[src/rtl/logic_op_pipe.sv]
// Bitwise logic unit (AND/OR/XOR/NOR) feeding an elastic valid/ready pipeline.
// Each stage carries {valid, result, zero}. Backpressure ripples combinationally, so there is no bubble.
module logic_op_pipe #(
  parameter int WIDTH  = 32,
  parameter int STAGES = 2
) (
  input  logic             clk,
  input  logic             reset,
  input  logic             in_valid,
  output logic             in_ready,
  input  logic [1:0]       op,
  input  logic [WIDTH-1:0] in1,
  input  logic [WIDTH-1:0] in2,
  output logic             out_valid,
  input  logic             out_ready,
  output logic [WIDTH-1:0] out,
  output logic             zero
);

  localparam logic [1:0] OP_AND = 2'b00;
  localparam logic [1:0] OP_OR  = 2'b01;
  localparam logic [1:0] OP_XOR = 2'b10;
  localparam logic [1:0] OP_NOR = 2'b11;

  logic [WIDTH-1:0] res_d;
  logic             zero_d;

  always_comb begin
    res_d = '0;
    case (op)
      OP_AND:  res_d = in1 & in2;
      OP_OR:   res_d = in1 | in2;
      OP_XOR:  res_d = in1 ^ in2;
      OP_NOR:  res_d = ~(in1 | in2);
      default: res_d = '0;
    endcase
    zero_d = ~|res_d;
  end

  logic [STAGES-1:0] v_vec;
  logic [STAGES-1:0] z_vec;
  logic [STAGES-1:0] ld;
  logic [WIDTH-1:0]  r_arr [STAGES];

  // A stage may load when it, or any stage downstream of it, has a free slot,
  // or when the consumer is taking the output this cycle.
  always_comb begin : ld_chain
    logic hole;
    hole = out_ready;
    ld   = '0;
    for (int k = STAGES - 1; k >= 0; k--) begin
      hole  = hole | ~v_vec[k];
      ld[k] = hole;
    end
  end

  for (genvar k = 0; k < STAGES; k++) begin : g_stage
    logic             v_q;
    logic             z_q;
    logic [WIDTH-1:0] r_q;
    logic             src_v;
    logic             src_z;
    logic [WIDTH-1:0] src_r;

    if (k == 0) begin : g_head
      assign src_v = in_valid;
      assign src_z = zero_d;
      assign src_r = res_d;
    end else begin : g_body
      assign src_v = v_vec[k-1];
      assign src_z = z_vec[k-1];
      assign src_r = r_arr[k-1];
    end

    // Data only moves with a valid beat, so the output holds its last value when idle.
    always_ff @(posedge clk) begin
      if (reset) begin
        v_q <= 1'b0;
        if (k == STAGES - 1) begin
          r_q <= '0;
          z_q <= 1'b0;
        end
      end else if (ld[k]) begin
        v_q <= src_v;
        if (src_v) begin
          r_q <= src_r;
          z_q <= src_z;
        end
      end
    end

    assign v_vec[k] = v_q;
    assign z_vec[k] = z_q;
    assign r_arr[k] = r_q;
  end

  assign in_ready  = ld[0];
  assign out_valid = v_vec[STAGES-1];
  assign out       = r_arr[STAGES-1];
  assign zero      = z_vec[STAGES-1];

endmodule

[config.mk]
export PLATFORM = sky130hd
export DESIGN_NAME = logic_op_pipe
export DESIGN_NICKNAME = d
export VERILOG_FILES = /design/src/rtl/logic_op_pipe.sv
export SDC_FILE = /design/constraint.sdc
export NUM_CORES = 1
export LEC_CHECK = 0
export CORE_MARGIN = 4
export CORE_UTILIZATION = 54
export DETAILED_ROUTE_END_ITERATION = 8
export PLACE_DENSITY = 0.91
export SETUP_SLACK_MARGIN = 0.15
export SLEW_MARGIN = 20
export SYNTH_ARGS = -nofsm -noshare
export SYNTH_HDL_FRONTEND = slang
export SYNTH_SLANG_ARGS = --single-unit
[constraint.sdc]
create_clock -name clk -period 5.2 [get_ports clk]
set_clock_uncertainty 0.1 [all_clocks]
set_input_delay 1.56 -clock clk [delete_from_list [all_inputs] [get_ports clk]]
set_output_delay 1.56 -clock clk [all_outputs]
set_load 0.02 [all_outputs]
==> out/results.tsv, run 1 <==
stage	metric	value	unit
final_layout	areaGrowthSynthToFinish	27.0	%
die	io_pins	105	
synthesis	yosysMostFrequentCell	nand2_1	
placement	place_congestion	0.816	
synthesis	synth_edf_count	33	
cts	ctsHoldBuffers	0	
job	cap_violations	0	
synthesis	muxShareOfSynthArea	14.7	%
synthesis	synth-seq-cells	68	
final_layout	n_fill_cell	575	
synthesis	synthAdderAreaFrac	18.4	%
timing	min_period	4.70	ns
pwr	p_leak	2.60	nW
synthesis	yosysTopAreaCellShare	22.8	%
global_routing	antenna_found_initial	0	
worst_setup_path	worst-setup-path-type	in -> out	
cts	numCtsBuffers	9	
synthesis	syn-num-nets	568	
pwr	vdd_ir_drop_max	0.113	mV
outcome	status	completed	
synthesis	synth_area_per_cell	10.0	µm²
final_layout	final_cell_area	0.00553	mm²
global_routing	grt_start_max_net_pins	65	
die	die_area	0.00955	mm²
timing	setup_viol	0	
routing	wire_per_inst	14.6	µm
synthesis	synth_common_cells	nand2_1 (67), ha_1 (64), inv_1 (64), mux2i_1 (64), dfxtp_1 (35)	
worst_setup_path	slowest_stage	clkdlybuf4s50_1	
final_layout	finalNonFillerCells	634	
placement	place_area	0.00536	mm²
routing	drc	0	
synthesis	synth.distinct_cells	21	
pwr	power_density	226	mW/mm²
global_routing	grt_pass1_vias	3253	
routing	dr.pass1.iters	4	
timing	max_slew_margin	34.8	%
routing	antenna_left	0	
synthesis	syn_inst	434	
die	die_h	97.7	µm
final_layout	drive_gt1_share	3.38	%
synthesis	yosysTopAreaCell	edfxtp_1	
cts	htreeDepth	3	
timing	final.setup.tns	0	ns
cts	cts.repair.resized	0	
synthesis	synthArstFlopShare	0	%
timing	rsz0062_at_grt	no	
synthesis	synth_ff_type	dfxtp_1	
worst_setup_path	path_cells	clkdlybuf4s50_1, nor2b_1, nand2_1, clkdlybuf4s50_1	
worst_setup_path	end_kind	output port	
global_routing	grt_overflow	0	
synthesis	synth_simple_gate_area_share	8.20	%
cts	clk_path_buf_depth	2	
timing	hold_viol	0	
die	die_x	97.7	µm
worst_setup_path	worstSetupStartpointType	input port	
synthesis	synth_top_cells_by_area	edfxtp_1 (23%), ha_1 (18%), dfxtp_1 (16%)	
timing	whs	0.358	ns
cts	post_cts_buffers	0	
synthesis	synth_xor_area_share	6.44	%
global_routing	grt_usage	19.6	%
timing	finalMaxSlewViolations	0	
worst_setup_path	cpMostUsedCell	clkdlybuf4s50_1	
worst_setup_path	critPathMaxFanout	5	
routing	drtIter0Drc	156	
global_routing	grt_pass1_wl	15.0	mm
placement	io_buffers	104	
die	fp-row-count	32	
routing	viasPerCell	5.14	
cts	cts_num_sinks	68	
synthesis	seq_area_frac_synth	38.9	%
cts	cts_tree	done	
die	start_util	56.0	%
worst_setup_path	max_stage_delay	0.56	ns
synthesis	syn-cell-area	0.00435	mm²
routing	totalWireLength	9.24	mm
worst_setup_path	cp.arrival	3.04	ns
timing	period_share	90.4	%
synthesis	synth_top_family_by_area	adder cells	
timing	worst_pin_slew	0.978	ns
cts	clk_pin_slew	0.07	ns
pwr	fin_total_pwr	0.00125	W
timing	fmax	213	MHz
synthesis	yosysWarnings	0	
final_layout	nets	662	
cts	root_buffer	clkbuf_8	
die	coreArea	0.00777	mm²
cts	clkLatencyLatePin	0.34	ns
worst_setup_path	cp.required	3.54	ns
final_layout	diodes	0	
placement	dp.cells	619	
routing	vias	3260	
synthesis	synth_compound_area_share	3.91	%
placement	dpl.hpwl	7.29	mm
worst_hold_path	hp-class	reg -> reg	
[worst paths after layout]
| check | start | to | slack [ns] | cells past startpoint |
|---|---|---|---|---|
| min reg2reg | out[5] | out[5] | 0.36 | 2 |
| min | out[5] | out[5] | 0.36 | 2 |
| max | out_ready | in_ready | 0.50 | 4 |
| max reg2reg | out_valid | out[3] | 3.41 | 4 |
[where the power goes]
group	internal (W)	leakage, nW	switching, W
Sequential	0.000598	0.600	0.0000120
Clock	0.000180	0.0836	0.000175
Combinational	0.000137	1.91	0.000147
[routing by layer]
metal	GRT usage [%]	wire, µm	vias to the layer above
li1	-	-	1605
met1	21.5	3490	1521
met2	35.2	4900	108
met3	3.86	512	26
met4	10.8	344	0
met5	0	0	-
[placed cells by master (no fill, tap or decap)]
cell | netlist | final
mux2i_1 | 64 | 64
clkinv_1 | 0 | 1
nor2_1 | 4 | 4
dfxtp_1 | 35 | 35
buf_2 | 4 | 1
nor2b_1 | 2 | 1
clkdlybuf4s50_1 | 0 | 102
edfxtp_1 | 33 | 33
clkbuf_8 | 0 | 10
a21oi_1 | 34 | 34
nor4_1 | 8 | 8
xor2_1 | 32 | 32
nor2b_4 | 0 | 1
nand4_1 | 2 | 2
ha_1 | 64 | 64
inv_1 | 64 | 64
buf_4 | 2 | 3
nand2_1 | 67 | 67
and3b_1 | 1 | 1
clkinv_2 | 0 | 2
nand2b_2 | 0 | 1
clkbuf_1 | 9 | 2
[through the flow]
stage | worst slack (ns) | util [%]
2_1_floorplan | 1.58 | -
3_3_place_gp | 0.669 | 69.0
3_5_place_dp | 0.571 | 69.0
4_1_cts | 0.567 | 71.0
5_1_grt | 0.432 | 71.1
6_report | 0.501 | 71.1
[final cells by class]
class	count	area (µm²)	area share (%)
well taps	102	128	2.31
inverters	64	240	4.35
clock buffers	12	145	2.63
repair buffers	106	1050	19.0
flip-flops and latches	68	1690	30.6
clock inverters	3	13.8	0.249
multi-input cells	279	2260	40.9
[critical path, delay by kind of cell]
family	cells	cell delay [ns]
and+or+nand+nor	2	0.52
buffers and inverters	2	0.96
[flip-flops by register name, indices dropped and copies added, names as in the netlist]
name,cells
g_stage.z_q,1
g_stage.r_q,32
out_valid,1
zero,1
out,32
g_stage.v_q,1
[logic make-up (layout without fill, tap and decap cells)]
kind of cell / after synthesis / count (layout)
flip-flops: 68 / 68
buffers and inverters: 87 / 185
AND/OR/NAND/NOR: 85 / 85
AO/OA/AOI/OAI: 34 / 34
multiplexers: 64 / 64
XOR/XNOR: 32 / 32
adder cells (fa/ha/maj): 64 / 64
Note: power is estimated with default switching activity, not from simulation.
==> run 2: changes to the inputs <==
- ABC_AREA: unset -> 0
==> results of run 2 <==
No change in the layout: final DEF, timing and power equal those of run 1.
